**src/rtl/fetch_stage.sv**
```systemverilog
// rtl/fetch_stage.sv - RV32I instruction-fetch stage: PC, IF/ID register, stall/redirect/halt
module fetch_stage #(
    parameter logic [31:0] RESET_PC   = 32'h0000_0000,
    parameter int unsigned IMEM_BYTES = 80,
    parameter logic [31:0] NOP_INS    = 32'h0000_0013
) (
    input  logic        clk,
    input  logic        rst,
    output logic [31:0] imem_addr,
    input  logic [31:0] imem_ins,
    input  logic        stall,
    input  logic        redirect,
    input  logic [31:0] redirect_pc,
    output logic [31:0] if_id_pc,
    output logic [31:0] if_id_ins,
    output logic        if_id_valid,
    output logic        halted,
    output logic [31:0] fetch_count
);

    localparam logic [31:0] LAST_PC = 32'(IMEM_BYTES - 4);
    localparam logic [0:0]  FETCH   = 1'b0;
    localparam logic [0:0]  HALT    = 1'b1;

    logic [31:0] pc;
    logic [0:0]  state;
    logic        in_range;

    assign imem_addr = pc;
    assign halted    = (state == HALT);
    assign in_range  = (pc <= LAST_PC);

    always_ff @(posedge clk) begin
        if (rst) begin
            pc          <= RESET_PC;
            if_id_pc    <= 32'h0;
            if_id_ins   <= NOP_INS;
            if_id_valid <= 1'b0;
            fetch_count <= 32'h0;
            state       <= FETCH;
        end else if (redirect) begin
            // Target range is only checked on the following fetch edge.
            pc          <= {redirect_pc[31:2], 2'b00};
            if_id_pc    <= 32'h0;
            if_id_ins   <= NOP_INS;
            if_id_valid <= 1'b0;
            state       <= FETCH;
        end else if (state == HALT) begin
            if_id_pc    <= 32'h0;
            if_id_ins   <= NOP_INS;
            if_id_valid <= 1'b0;
        end else if (stall) begin
            pc          <= pc;
        end else if (in_range) begin
            if_id_pc    <= pc;
            if_id_ins   <= imem_ins;
            if_id_valid <= 1'b1;
            pc          <= pc + 32'd4;
            fetch_count <= fetch_count + 32'd1;
        end else begin
            if_id_pc    <= 32'h0;
            if_id_ins   <= NOP_INS;
            if_id_valid <= 1'b0;
            state       <= HALT;
        end
    end

endmodule
```
**config.mk**
```make
export PLATFORM = sky130hd
export DESIGN_NAME = fetch_stage
export DESIGN_NICKNAME = d
export VERILOG_FILES = /design/src/rtl/fetch_stage.sv
export SDC_FILE = /design/constraint.sdc
export NUM_CORES = 1
export LEC_CHECK = 0
export ABC_AREA = 1
export BUFFER_PORTS_ARGS = -buffer_cell sky130_fd_sc_hd__buf_2
export CORE_MARGIN = 2
export CORE_UTILIZATION = 45
export CTS_CLUSTER_DIAMETER = 200
export DETAILED_ROUTE_END_ITERATION = 10
export GPL_ROUTABILITY_DRIVEN = 0
export HOLD_SLACK_MARGIN = 0.03
export PLACE_DENSITY = 0.76
export SYNTH_ARGS = -nofsm -noshare
export SYNTH_HDL_FRONTEND = slang
export SYNTH_SLANG_ARGS = --single-unit
```
**constraint.sdc**
```tcl
create_clock -name clk -period 1.6 [get_ports clk]
set_input_delay 0.24 -clock clk [delete_from_list [all_inputs] [get_ports clk]]
set_output_delay 0.24 -clock clk [all_outputs]
set_load 0.01 [all_outputs]
```
==> flow_metrics.py <==
metrics = {
    "sta": {
        "max-slew-margin-rel": 0.587,
        "worst_slack_ns": 0.0245,
        "tightest_slew_ns": 0.619,
        "setup_violations": 0,
        "hold_viol_final": 0,
        "fin_crit_ns": 1.58,
        "rsz0062_at_grt": "yes",
        "slew_violations": 0,
        "clock_skew_ns": 0.00641,
        "timing.fmax_mhz": 635,
        "hold_slack_ns": 0.0710,
        "period_share": 0.985,
    },
    "detailed_routing": {
        "drt_iter0_drc": 367,
        "drc_errors": 0,
        "vias_per_cell": 5.01,
        "drt-wirelength-per-cell_um": 13.5,
        "dr.pass1.iters": 6,
        "dr_total_vias": 5764,
        "postRouteAntennaNets": 0,
        "wirelength_um": 15600,
    },
    "placement": {
        "place_area_um2": 6780,
        "post-place-cells": 1114,
        "port_buffers": 191,
        "pre_cts_slack_ns": -0.110,
        "dp_hpwl_um": 10700,
    },
    "synth": {
        "yosys_register_bits": 126,
        "synth_edf_count": 0,
        "async_reset_ff_frac": 0,
        "synth_flop_cell": "dfxtp_1",
        "synth_top_cell_by_area": "dfxtp_1",
        "avgSynthCellArea_um2": 7.05,
        "synth.cell_area_um2": 5470,
        "synthDistinctLibCells": 26,
        "synthTopCellsByArea": "dfxtp_1 (46%), nand2_1 (18%), a21oi_1 (8.2%)",
        "synth.top_cell.area_share": 0.461,
        "syn-instance-count": 776,
        "synth.yosys.seq_area_share": 0.461,
        "synth_warnings": 0,
    },
    "hold_path": {
        "min_from": "redirect_pc[19]",
        "min_to": "imem_addr[19]$_SDFFE_PP0P_",
        "hold_depth": 3,
        "hold_path.class": "input pin to register",
    },
    "setup_path": {
        "crit_type": "register to register",
        "worst_setup_path_end_kind": "register",
        "worstPathArrival_ns": 1.85,
        "path_max_fanout": 12,
        "reg2reg_from": "imem_addr[20]$_SDFFE_PP0P_",
        "r2r_end": "imem_addr[11]$_SDFFE_PP0P_",
        "start_kind": "register",
        "r2r_slack_ns": 0.02,
        "r2r_cells": 9,
        "required_ns": 1.87,
        "slowest_stage": "dfxtp_1",
        "max_stage_delay_ns": 0.32,
        "crit_chain": "nor2_1 > nand2_1 > nor2_2 > nand2_2 > nor2_4 > buf_12 > nand3_4 > nand3_1 > a21oi_1",
    },
    "clock_network": {
        "clock_tree.root_cell": "clkbuf_16",
        "cts_buffer_depth": 2,
        "cts_made_buffers": 17,
        "tritoncts": "built",
        "cts_sinks": 126,
        "clk_latency_ns": 0.41,
        "htreeDepth": 4,
        "cts_setup_buffers": 0,
        "path_clk_slew_ns": 0.06,
    },
    "run_status": {
        "outcome": "completed",
    },
    "power_and_ir_drop": {
        "p_leak_nw": 3.27,
        "fin_total_pwr_mw": 7.67,
        "power_density_nw_per_um2": 1000,
        "peakVddDrop_v": 0.000639,
    },
    "floorplanning": {
        "die_y_um": 114,
        "initial_core_util": 0.458,
        "core_um2": 12000,
        "ios": 198,
        "num_rows": 40,
        "die_area_um2": 13100,
        "die_w_um": 114,
    },
    "global_routing": {
        "grt_max_degree": 57,
        "grt_overflow": 0,
        "grt_pass1_vias": 4983,
        "track_usage": 0.229,
        "antenna_found_initial": 2,
        "grt_first_pass_wirelength_um": 23700,
    },
    "final_layout": {
        "diodes": 0,
        "fill_cells": 1037,
        "drive_above_1_share": 0.324,
        "final_area_um2": 7660,
        "finalNetCount": 1062,
        "final_cells": 1151,
        "area_delta_synth_final_pct": 40.0,
    },
    "flow_run": {
        "maxCapViolCount": 0,
    },
}
## stage by stage
stage                     setup TNS [ns]   util
final                                  0  0.640
after global routing               -3.92  0.640
after CTS                              0  0.623
after detailed placement           -2.19  0.567
after global placement             -1.13  0.567
after floorplan                        0      -
## synthesized netlist by cell type, types with 3 or more instances
library cell / n
a21oi_1: 90
buf_2: 4
buf_4: 7
buf_6: 6
clkbuf_1: 27
dfxtp_1: 126
inv_1: 11
inv_2: 4
nand2_1: 265
nand3_1: 64
nand3b_1: 12
nand4_1: 7
nor2_1: 107
nor2_2: 4
o21ai_0: 10
o22ai_1: 3
xnor2_1: 6
xor2_1: 11
## sequential cells by signal, summed over array words and instances (netlist names)
register / flops
fetch_count: 32
if_id_ins: 32
if_id_pc: 30
imem_addr: 30
halted: 1
if_id_valid: 1
## report_power, final
part	internal, mW	switching (mW)
Clock	2.47	1.49
Sequential	3.19	0.0336
Combinational	0.196	0.300
## placed cells by master (no fill, tap or decap), types with 4 or more instances in the layout
cell type / Yosys / layout
inv_6: 0 / 5
nand3b_1: 12 / 12
buf_12: 0 / 5
clkbuf_16: 0 / 19
nor2_2: 4 / 13
buf_4: 7 / 36
inv_1: 11 / 11
clkinv_4: 0 / 4
nand2_1: 265 / 257
nand2_2: 0 / 7
a21oi_2: 0 / 16
dfxtp_1: 126 / 124
buf_2: 4 / 191
xnor2_1: 6 / 6
xor2_1: 11 / 11
nand3_1: 64 / 61
nand4_1: 7 / 7
nor2_1: 107 / 95
nor2_4: 2 / 5
conb_1: 1 / 4
a21oi_1: 90 / 74
inv_2: 4 / 4
o21ai_0: 10 / 10
## kinds of logic after synthesis
kind of cell | Yosys count | share of synthesized area
AO/OA/AOI/OAI | 103 | 0.0949
XOR/XNOR | 17 | 0.0272
adder cells (fa/ha/maj) | 2 | 0.00457
buffers and inverters | 63 | 0.0574
flip-flops | 126 | 0.461
other | 1 | 0.000685
AND/OR/NAND/NOR | 464 | 0.354
## critical path, delay by kind of cell, from the launching register on
kind | cells | cell delay [ns]
simple gates | 7 | 0.89
flops | 1 | 0.32
buf+inv | 1 | 0.15
compound gates | 1 | 0.07
## worst max-delay path by stage
stage                                      startpoint  slack (ns)                      endpoint
after floorplan           fetch_count[0]$_SDFFE_PP0P_        0.03  fetch_count[26]$_SDFFE_PP0P_
after global placement     imem_addr[23]$_SDFFE_PP0P_       -0.05    imem_addr[29]$_SDFFE_PP0P_
after detailed placement   imem_addr[23]$_SDFFE_PP0P_       -0.11    imem_addr[11]$_SDFFE_PP0P_
after CTS                  imem_addr[23]$_SDFFE_PP0P_       0.003     if_id_ins[4]$_SDFFE_PP1N_
after global routing      fetch_count[8]$_SDFFE_PP0P_        -0.1  fetch_count[13]$_SDFFE_PP0P_
final                      imem_addr[20]$_SDFFE_PP0P_        0.02    imem_addr[11]$_SDFFE_PP0P_
## layout make-up
type | instances | area [um2] | area share
multi-input combinational | 591 | 2830 | 0.369
sequential | 126 | 2520 | 0.330
timing repair buffer | 239 | 1450 | 0.189
clock buffer | 17 | 425 | 0.0555
tap | 147 | 184 | 0.0240
clock inverter | 14 | 181 | 0.0237
inverter | 17 | 71.3 | 0.00931
## per-layer routing
layer  vias up  track usage  wire length [um]
li1       2940            -                 -
met1      2585        0.289              6830
met2       210        0.370              7360
met3        27       0.0656              1090
met4         2       0.0886               280
met5         -            0                13
## timing repair
action	4_1_cts	5_1_grt
gates cloned	1	2
resized for setup	7	45
pin swaps	3	3
setup endpoints to repair	30	91
hold buffers	3	0
endpoints found under the hold margin	3	0
Note: power is estimated with default switching activity, not from simulation.
